==> src/rtl/riscv_pkg.sv <==
// Shared RISC-V pipeline definitions: fetch constants and the IF/ID payload.
package riscv_pkg;

    localparam int unsigned XLEN = 32;
    localparam logic [XLEN-1:0] NOP_INSTR        = 32'h0000_0013;
    localparam logic [XLEN-1:0] DEFAULT_RESET_PC = 32'h0000_0000;

    typedef struct packed {
        logic [XLEN-1:0] instr;
        logic [XLEN-1:0] pc;
        logic [XLEN-1:0] pc_plus4;
        logic            valid;
    } ifid_t;

endpackage

==> src/rtl/fetch_fifo.sv <==
// In-order instruction word buffer between the memory response port and IF/ID.
module fetch_fifo #(
    parameter int unsigned DEPTH = 2,
    parameter int unsigned WIDTH = 32
) (
    input  logic                     clk,
    input  logic                     rst,
    input  logic                     push,
    input  logic [WIDTH-1:0]         push_data,
    input  logic                     pop,
    input  logic                     clear,
    output logic [WIDTH-1:0]         head_data_c,
    output logic [$clog2(DEPTH):0]   count,
    output logic                     empty_c,
    output logic                     full_c
);

    localparam int unsigned PW = (DEPTH > 1) ? $clog2(DEPTH) : 1;
    localparam int unsigned CW = $clog2(DEPTH) + 1;

    logic [WIDTH-1:0] slots [DEPTH];
    logic [PW-1:0]    wr_ptr;
    logic [PW-1:0]    rd_ptr;
    logic             do_push;
    logic             do_pop;

    assign empty_c     = (count == '0);
    assign full_c      = (count == CW'(DEPTH));
    assign head_data_c = slots[rd_ptr];
    assign do_push     = push && !clear;
    assign do_pop      = pop && !empty_c && !clear;

    // Pointers wrap naturally because DEPTH is a power of two.
    always_ff @(posedge clk) begin
        if (rst || clear) begin
            wr_ptr <= '0;
            rd_ptr <= '0;
            count  <= '0;
        end else begin
            if (do_push) wr_ptr <= wr_ptr + PW'(1);
            if (do_pop)  rd_ptr <= rd_ptr + PW'(1);
            count <= count + CW'(do_push) - CW'(do_pop);
        end
    end

    always_ff @(posedge clk) begin
        if (do_push) slots[wr_ptr] <= push_data;
    end

endmodule

==> src/rtl/fetch_unit.sv <==
// Instruction fetch stage: PC, credit-limited imem requests, response buffering,
// wrong-path drop after redirects, and the IF/ID register feeding decode.
module fetch_unit import riscv_pkg::*; #(
    parameter logic [31:0] RESET_PC   = DEFAULT_RESET_PC,
    parameter int unsigned FIFO_DEPTH = 2
) (
    input  logic        clk,
    input  logic        rst,
    input  logic        StallD,
    input  logic        FlushD,
    input  logic        PCSrcE,
    input  logic [31:0] PCTargetE,
    output logic        imem_req_valid,
    input  logic        imem_req_ready,
    output logic [31:0] imem_addr,
    input  logic        imem_rsp_valid,
    input  logic [31:0] imem_rsp_data,
    output logic [31:0] InstrD,
    output logic [31:0] PCD,
    output logic [31:0] PCPlus4D,
    output logic        ValidD
);

    localparam int unsigned CW = $clog2(FIFO_DEPTH) + 1;
    localparam int unsigned SW = CW + 1;
    localparam int unsigned DW = CW + 4;

    logic [31:0]   pcf;
    logic [31:0]   head_pc;
    logic [CW-1:0] out_cnt;
    logic [CW-1:0] fifo_count;
    logic [DW-1:0] drop_cnt;
    logic [31:0]   fifo_head_c;
    logic          fifo_empty_c;
    logic          fifo_full_c;
    logic [SW-1:0] credit_used_c;
    logic          req_fire_c;
    logic          rsp_live_c;
    logic          rsp_drop_c;
    logic          fifo_push_c;
    logic          fifo_pop_c;
    ifid_t         ifid;

    // Credits come from registered counts only; a same-cycle pop frees nothing.
    assign credit_used_c  = SW'(out_cnt) + SW'(fifo_count);
    assign imem_req_valid = !rst && !PCSrcE && (credit_used_c < SW'(FIFO_DEPTH));
    assign imem_addr      = pcf;
    assign req_fire_c     = imem_req_valid && imem_req_ready;
    assign rsp_drop_c     = imem_rsp_valid && (drop_cnt != '0);
    assign rsp_live_c     = imem_rsp_valid && (drop_cnt == '0);
    assign fifo_push_c    = rsp_live_c && !PCSrcE;
    assign fifo_pop_c     = !PCSrcE && !FlushD && !StallD && !fifo_empty_c;

    fetch_fifo #(
        .DEPTH (FIFO_DEPTH),
        .WIDTH (32)
    ) u_fifo (
        .clk         (clk),
        .rst         (rst),
        .push        (fifo_push_c),
        .push_data   (imem_rsp_data),
        .pop         (fifo_pop_c),
        .clear       (PCSrcE),
        .head_data_c (fifo_head_c),
        .count       (fifo_count),
        .empty_c     (fifo_empty_c),
        .full_c      (fifo_full_c)
    );

    // PC, head PC and in-flight bookkeeping; a redirect turns every live request into a drop.
    always_ff @(posedge clk) begin
        if (rst) begin
            pcf      <= RESET_PC;
            head_pc  <= RESET_PC;
            out_cnt  <= '0;
            drop_cnt <= '0;
        end else if (PCSrcE) begin
            pcf      <= PCTargetE;
            head_pc  <= PCTargetE;
            out_cnt  <= '0;
            drop_cnt <= drop_cnt + DW'(out_cnt) - DW'(imem_rsp_valid);
        end else begin
            if (req_fire_c) pcf     <= pcf + 32'd4;
            if (fifo_pop_c) head_pc <= head_pc + 32'd4;
            out_cnt <= out_cnt + CW'(req_fire_c) - CW'(rsp_live_c);
            if (rsp_drop_c) drop_cnt <= drop_cnt - DW'(1);
        end
    end

    // IF/ID register: bubbles keep PCD/PCPlus4D and only replace the instruction.
    always_ff @(posedge clk) begin
        if (rst) begin
            ifid <= '{instr: NOP_INSTR, pc: 32'h0, pc_plus4: 32'h0, valid: 1'b0};
        end else if (PCSrcE || FlushD || (!StallD && fifo_empty_c)) begin
            ifid.instr <= NOP_INSTR;
            ifid.valid <= 1'b0;
        end else if (!StallD) begin
            ifid <= '{instr: fifo_head_c, pc: head_pc, pc_plus4: head_pc + 32'd4, valid: 1'b1};
        end
    end

    assign InstrD   = ifid.instr;
    assign PCD      = ifid.pc;
    assign PCPlus4D = ifid.pc_plus4;
    assign ValidD   = ifid.valid;

    overflow_chk: assert property (@(posedge clk) disable iff (rst)
        !(fifo_push_c && fifo_full_c && !fifo_pop_c));

endmodule

==> config.mk <==
export PLATFORM = sky130hd
export DESIGN_NAME = fetch_unit
export DESIGN_NICKNAME = d
export VERILOG_FILES = /design/src/rtl/riscv_pkg.sv /design/src/rtl/fetch_fifo.sv /design/src/rtl/fetch_unit.sv
export SDC_FILE = /design/constraint.sdc
export NUM_CORES = 1
export LEC_CHECK = 0
export BUFFER_PORTS_ARGS = -buffer_cell sky130_fd_sc_hd__buf_2
export CAP_MARGIN = 20
export CORE_ASPECT_RATIO = 0.6
export CORE_MARGIN = 5
export CORE_UTILIZATION = 50
export DETAILED_ROUTE_END_ITERATION = 8
export PLACE_DENSITY_LB_ADDON = 0.1
export SYNTH_ARGS = -nofsm -noshare
export SYNTH_HDL_FRONTEND = slang
export SYNTH_HIERARCHICAL = 1
export SYNTH_SLANG_ARGS = --single-unit
export TNS_END_PERCENT = 100
==> constraint.sdc <==
create_clock -name clk -period 4.7 [get_ports clk]
set_clock_uncertainty 0.2 [all_clocks]
set_input_delay 1.175 -clock clk [delete_from_list [all_inputs] [get_ports clk]]
set_output_delay 1.175 -clock clk [all_outputs]
set_load 0.02 [all_outputs]
# Word level (Yosys, flattened, before mapping)

Memory sizes are Yosys's and may differ from the RTL's. A register that Yosys moved wholly into a read port is not among the register bits.
Cells that the tools add are included.

Bits in registers: 141
Bits in latches: 0
RAM bits: 64
Memory bits (read-only): 0
Input bits: 71
Word-level logic and storage cells: 65
Memories: 1

Add/sub/neg operators: 12
Multipliers: 0
Div/mod/pow operators: 0
Magnitude comparators: 1
Eq/ne operators: 0
Shifts and indexed selects: 0
Multiplexer cells: 8
Bitwise operators: 2
Reductions and logical operators: 31

Memory list:

| memory       | depth | width | read ports | clocked after Yosys merged registers in | write ports | RTL line         | source |
|---|---|---|---|---|---|---|---|
| u_fifo.slots | 2     | 32    | 1          | 1                                       | 1           | fetch_fifo.sv:21 | `logic [WIDTH-1:0] slots [DEPTH];` |

Operators with widths:

| operator                                                   | count |
|---|---|
| 2-to-1 mux 32 bit                                          | 4 |
| adder 32 x 3 -> 32 bit, second input constant              | 2 |
| logical AND 1 bit                                          | 13 |
| 2-to-1 mux 6 bit                                           | 2 |
| adder 6 x 2 -> 6 bit                                       | 1 |
| zero test 1 bit                                            | 6 |
| zero test 6 bit                                            | 1 |
| nonzero test 2 bit                                         | 3 |
| nonzero test 6 bit                                         | 1 |
| subtractor 6 x 1 -> 6 bit                                  | 1 |
| subtractor 6 x 1 -> 6 bit, second input constant           | 1 |
| adder 2 x 1 -> 2 bit                                       | 2 |
| OR reduction 2 bit                                         | 2 |
| subtractor 2 x 1 -> 2 bit                                  | 2 |
| adder 2 x 2 -> 3 bit                                       | 1 |
| logical OR 1 bit                                           | 3 |
| less-than comparator 3 x 2 -> 1 bit, second input constant | 1 |
| adder 1 bit, second input constant                         | 2 |
| zero test 2 bit                                            | 1 |
| 2-to-1 mux 1 bit                                           | 2 |
| inverter 1 bit                                             | 2 |
| AND reduction 2 bit                                        | 1 |

# Depth between registers and ports, before layout

Gate-level depths: netlist of the first run.

Word-level depth: 7
Gate-level depth with buffers: 12

# By module

The synthesis of the first run kept the hierarchy.

Modules (own cells, without submodules):

| module     | instances | cells each | area an instance (µm²) |
|---|---|---|---|
| fetch_unit | 1         | 934        | 7913.8 |
| fetch_fifo | 1         | 125        | 2582.5 |

# Worst setup path after synthesis of the first run

Ideal clock, no wire load.

Path type: input to register
From: input port PCSrcE
To: memory u_fifo.slots[0][0] (enable)
Arrival: 3.340 ns
Data required time: 4.079 ns
Slack: 0.739 ns
Stages on the path: 5
Buffers on the path: 2
Cells stage by stage: clkbuf_1 > clkbuf_1 > nor3_1 > nand2b_1 > nor2_1

Longest elaborated chain between the ends: 5

RTL lines:

| what                                   | RTL line         | source |
|---|---|---|
| from (decl)                            | fetch_unit.sv:11 | `input logic PCSrcE,` |
| zero test 1 bit                        | fetch_unit.sv:51 | `assign fifo_push_c = rsp_live_c && !PCSrcE;` |
| logical AND 1 bit                      | fetch_unit.sv:51 |  |
| named net fifo_push_c                  | fetch_unit.sv:40 | `logic fifo_push_c;` |
| logical AND 1 bit                      | fetch_fifo.sv:30 | `assign do_push = push && !clear;` |
| 2-to-1 mux 1 bit                       | fetch_fifo.sv:47 | `if (do_push) slots[wr_ptr] <= push_data;` |
| 2-to-1 mux 1 bit (not written as such) | fetch_fifo.sv:47 |  |
| to (decl)                              | fetch_fifo.sv:21 |  |

The timed path passes the listed nets, and every way through them passes these cells.

# Worst setup path after layout of the first run

From: input port rst
To: output port imem_req_valid

Longest elaborated chain between the ends: 3

RTL lines:

| what                           | RTL line         | source |
|---|---|---|
| from (decl)                    | fetch_unit.sv:8  | `input logic rst,` |
| zero test 1 bit                | fetch_unit.sv:46 | `assign imem_req_valid = !rst && !PCSrcE && (credit_used_c < SW'(FIFO_DEPTH));` |
| logical AND 1 bit (2 in a row) | fetch_unit.sv:46 |  |
| to (decl)                      | fetch_unit.sv:13 | `output logic imem_req_valid,` |

Every way passes these cells.

==> results of run 1 <==
-- metrics by stage --
step | setup WS, ps | power (µW)
after floorplan | 739 | 2700
after global routing | 1110 | 4810
final | 1170 | 4600
after CTS | 1160 | 4640
after global placement | 1150 | 2870
after detailed placement | 1160 | 2890
-- power breakdown --
part	switching, µW	leakage [µW]	internal, µW
clock network	779	0.000343	969
registers	91.9	0.00198	2170
logic	337	0.00261	253
total	1210	0.00494	3390
-- worst max-delay path by stage --
stage,start,cells after the start,to,slack (ps)
final,rst,4,imem_req_valid,1170
after global routing,rst,4,imem_req_valid,1110
after CTS,rst,4,imem_req_valid,1160
after detailed placement,rst,4,imem_req_valid,1160
after global placement,rst,4,imem_req_valid,1150
after floorplan,PCSrcE,5,u_fifo/slots[0][0],740
-- registers in the layout, indices dropped and copies added, names as in the netlist, named ones only --
name	count
u_fifo/wr_ptr	1
InstrD	32
drop_cnt	6
imem_addr	32
out_cnt	2
head_pc	32
PCPlus4D	30
u_fifo/slots	64
PCD	32
ValidD	1
u_fifo/count	2
u_fifo/rd_ptr	1
-- tightest hold or removal path, cell delays in order, from the launching register on --
cell and delay, ps:
dfxtp_1 310, nand2_1 50, a21oi_1 50
-- per-layer routing --
| layer | vias to the layer above | routed length [µm] |
|---|---|---|
| met1 | 3948 | 13600 |
| met4 | 0 | 446 |
| met2 | 298 | 11800 |
| li1 | 4045 | - |
| met5 | - | 0 |
| met3 | 37 | 2070 |
-- cell type report --
type	count	area, µm²	area share [%]
clock buffer	25	593	4.80
clock inverter	15	111	0.900
sequential	236	5370	43.4
multi-input combinational	704	4640	37.5
timing repair buffer	214	1120	9.07
inverter	49	184	1.49
tap	279	349	2.82
==> results.json, run 1 <==
{
  "grt_max_degree": 93,
  "ios": 201,
  "n_antenna_cell": 0,
  "maxSlewHeadroom_pct": 34.4,
  "design_area_um2": 12400,
  "clock_latency_ps": 510,
  "drt_pre_antenna_iters": 5,
  "finalSetupViolCount": 0,
  "dp_hpwl_um": 20100,
  "root_buffer": "clkbuf_16",
  "cts_tree": "yes",
  "endpoint_kind": "output port",
  "grt_usage_pct": 22.5,
  "worstReg2RegStart": "out_cnt[0]",
  "clk_pin_slew_ps": 60,
  "grt_overflow_total": 0,
  "finalCritPeriodShare_pct": 75.2,
  "htree_levels": 1,
  "grt_pass1_wl_um": 43200,
  "grt_pass1_vias": 7763,
  "power_density_nw_per_um2": 372,
  "worst_slew_pin_slew_ps": 985,
  "worstPathArrival_ps": 2160,
  "io_buffer_count": 200,
  "rr_endpoint": "out_cnt[1]",
  "hp-class": "flip-flop to flip-flop",
  "critPathBufInv": 2,
  "holdWs_ps": 253,
  "worstPathMaxFanout": 27,
  "use_met1_pct": 35.0,
  "fp.dieW_um": 197,
  "use_met2_pct": 32.5,
  "power.leakage_uw": 0.00494,
  "instances_no_fill": 1522,
  "crit_chain": "buf_4 > or2_2 > nor3_1 > buf_2",
  "antenna_found_initial": 0,
  "fillers": 1885,
  "fin_tns_setup_ps": 0,
  "fin_crit_ps": 3530,
  "avgSynthCellArea_um2": 9.91,
  "placedCellCount": 1482,
  "slew_viol_final": 0,
  "initial_core_util_pct": 50.4,
  "hold_viol": 0,
  "place_congestion": 0.994,
  "drv_cap": 0,
  "slowest_delay_ps": 430,
  "die-area_um2": 24100,
  "yosysWarnings": 6,
  "cts_inserted_buffers": 22,
  "outcome": "finished, final reports clean",
  "clk_path_buf_depth": 3,
  "peakVddDrop_uv": 225,
  "postCtsResizedCells": 0,
  "synthesis.instances": 1058,
  "hold_depth": 2,
  "hold_start": "PCD[17]",
  "clock_sinks": 236,
  "drtAntennaViolNets": 0,
  "via_count": 8328,
  "ff2ff_path_depth": 11,
  "first_iter_violations": 634,
  "dpl_cell_area_um2": 11700,
  "start_kind": "primary input",
  "utilization_pct": 59.4,
  "min_to": "PCD[17]",
  "rows": 41,
  "critPathTopFamily": "simple AND/OR/NAND/NOR gates",
  "wirelength_um": 28000,
  "synth_nets": 1149,
  "fp.dieH_um": 122,
  "post_cts_buffers": 0,
  "area_growth_pct": 17.9,
  "final_common_cell": "buf_2",
  "drive_above_1_share_pct": 23.8,
  "hold_buffers": 0,
  "crit_type": "primary input to output port",
  "r2r_slack_ps": 1460,
  "nets": 1318,
  "final_cell_mix": "buf_2, dfxtp_1, nand2_1",
  "fmax_ghz": 0.283,
  "core_um2": 20800,
  "post_drt_wl_per_cell_um": 18.4,
  "crit_path_top_delay_cell": "or2_2",
  "cp.required_ps": 3320,
  "top_usage_layer": "met1",
  "rsz0062_at_grt": "no",
  "via_per_inst": 5.47,
  "syn-cell-area_um2": 10500,
  "grtUsageMet3_pct": 4.70,
  "drc": 0
}
Power figures use the tool's default switching activity.
==> run 2: changes to the inputs <==
- ABC_AREA: unset -> 1
- clock period: 4.7 -> 3.43 ns (I/O delays scaled with it)
==> results.json, run 2 <==
{
  "area_growth_pct": 18.0,
  "crit_type": "flip-flop to output port",
  "fin_crit_ps": 3030,
  "top_register": "u_fifo/slots",
  "worstPathMaxFanout": 4,
  "hold_start": "InstrD[28]",
  "rows": 41,
  "holdWs_ps": 261,
  "drt_pre_antenna_iters": 5,
  "switching_share_pct": 25.1,
  "cts_tree": "yes",
  "clk_path_buf_depth": 3,
  "postCtsResizedCells": 0,
  "place_congestion": 0.947,
  "via_count": 9867,
  "avgSynthCellArea_um2": 8.05,
  "hp-class": "flip-flop to flip-flop",
  "clk_pin_slew_ps": 60,
  "drv_cap": 0,
  "path_depth": 7,
  "min_to": "InstrD[28]",
  "io_buffer_count": 200,
  "ios": 201,
  "finalSetupViolCount": 0,
  "initial_core_util_pct": 51.4,
  "nets": 1628,
  "clock_latency_ps": 510,
  "peakVddDrop_uv": 385,
  "antenna_found_initial": 1,
  "fp.dieH_um": 124,
  "endpoint_kind": "output port",
  "yosysWarnings": 6,
  "outcome": "finished, final reports clean",
  "die-area_um2": 24900,
  "power_switching_uw": 1600,
  "worstPathArrival_ps": 1970,
  "fin_tns_setup_ps": 0,
  "wirelength_um": 33300,
  "pwr-share-seq_pct": 47.5,
  "utilization_pct": 60.6,
  "grt_max_degree": 83,
  "pwr-share-comb_pct": 11.1,
  "syn-cell-area_um2": 10900,
  "ff2ff_path_depth": 10,
  "synth_nets": 1443,
  "synthesis.instances": 1352,
  "fp.dieW_um": 200,
  "finalCritPeriodShare_pct": 88.2,
  "largest_reg_flops": 64,
  "r2r_slack_ps": 740,
  "final_cell_mix": "nand2_1, buf_2, dfxtp_1",
  "clock_sinks": 236,
  "crit_path_top_delay_cell": "dfxtp_1",
  "core_um2": 21200,
  "via_per_inst": 5.38,
  "worst_slew_pin_slew_ps": 849,
  "start_kind": "flip-flop",
  "grt_usage_pct": 25.7,
  "fmax_ghz": 0.330,
  "final_common_cell": "nand2_1",
  "dp_hpwl_um": 24700,
  "htree_levels": 1,
  "intPower_uw": 4770,
  "rsz0062_at_grt": "no",
  "worstReg2RegStart": "u_fifo/count[0]",
  "maxSlewHeadroom_pct": 43.4,
  "power_density_nw_per_um2": 496,
  "grt_pass1_vias": 8992,
  "hold_viol": 0,
  "post_drt_wl_per_cell_um": 18.1,
  "first_iter_violations": 949,
  "slew_viol_final": 0,
  "root_buffer": "clkbuf_16",
  "n_antenna_cell": 0,
  "grt_overflow_total": 0,
  "cp.required_ps": 2370,
  "drtAntennaViolNets": 0,
  "grt_pass1_wl_um": 52200,
  "critPathMostFrequentCell": "inv_1",
  "p_clk_share_pct": 41.4,
  "hold_buffers": 0,
  "drc": 0,
  "critPathBufInv": 4,
  "hold_depth": 2,
  "post_cts_buffers": 0,
  "rr_endpoint": "out_cnt[1]",
  "slowest_delay_ps": 440,
  "power.leakage_uw": 0.00547,
  "power_uw": 6370,
  "drive_above_1_share_pct": 20.5,
  "crit_chain": "nand2_1 > inv_1 > fa_1 > inv_1 > nand3_1 > inv_1 > buf_2",
  "critPathTopFamily": "flip-flops",
  "cts_inserted_buffers": 23
}
run 2: cell count changes in the layout (fill, tap and decap cells not counted), moves of 34 or more:
cell | before | now
inv_1 | 47 | 122
xor2_1 | 55 | 12
nand2_1 | 115 | 363
a21oi_1 | 75 | 119
a211oi_1 | 34 | 0
o21ai_0 | 3 | 94
nand3_1 | 33 | 86
run 2: worst max-delay path by stage:
stage | slack [ps] | start | endpoint
finish | 400 | u_fifo/count[0] | imem_req_valid
global route | 250 | u_fifo/count[0] | imem_req_valid
CTS | 390 | u_fifo/count[0] | imem_req_valid
detailed placement | 530 | PCSrcE | out_cnt[1]
global placement | 590 | PCSrcE | out_cnt[1]
floorplan | 450 | PCSrcE | u_fifo/slots[1][0]
run 2: area by class of cell:
| cell class | count | area, µm² |
|---|---|---|
| clock buffers | 29 | 618 |
| clock inverters | 13 | 165 |
| fillers | 1957 | 8340 |
| inverters | 132 | 495 |
| multi-input cells | 928 | 4720 |
| flip-flops and latches | 236 | 5370 |
| well taps | 279 | 349 |
| repair buffers | 216 | 1130 |
run 2: per-stage QoR:
stage / instances / instance area (µm²) / worst slack [ps]
global placement: 1791 / 12100 / 589
CTS: 1833 / 12800 / 385
finish: 1833 / 12800 / 404
floorplan: 1352 / 10900 / 446
global route: 1833 / 12800 / 250
detailed placement: 1791 / 12100 / 529
run 2: layer usage:
metal,vias to the layer above,routed length (µm),track usage [%]
met2,445,13500,35.7
li1,4790,-,-
met5,-,7,0
met1,4590,15900,40.6
met3,40,3510,6.69
met4,2,375,3.48
run 2: power by group through the flow:
| stage | logic, µW | clock network [µW] | registers (µW) |
|---|---|---|---|
| after floorplan | 440 | 0 | 3100 |
| after global routing | 796 | 2830 | 3040 |
| after detailed placement | 696 | 0 | 3090 |
| after global placement | 680 | 0 | 3080 |
| after CTS | 700 | 2680 | 3020 |
| final | 708 | 2640 | 3030 |
run 2: tightest hold or removal path: stages (launching register included):
cell,delay (ps)
dfxtp_1,310
nand2_1,60
a21oi_1,50
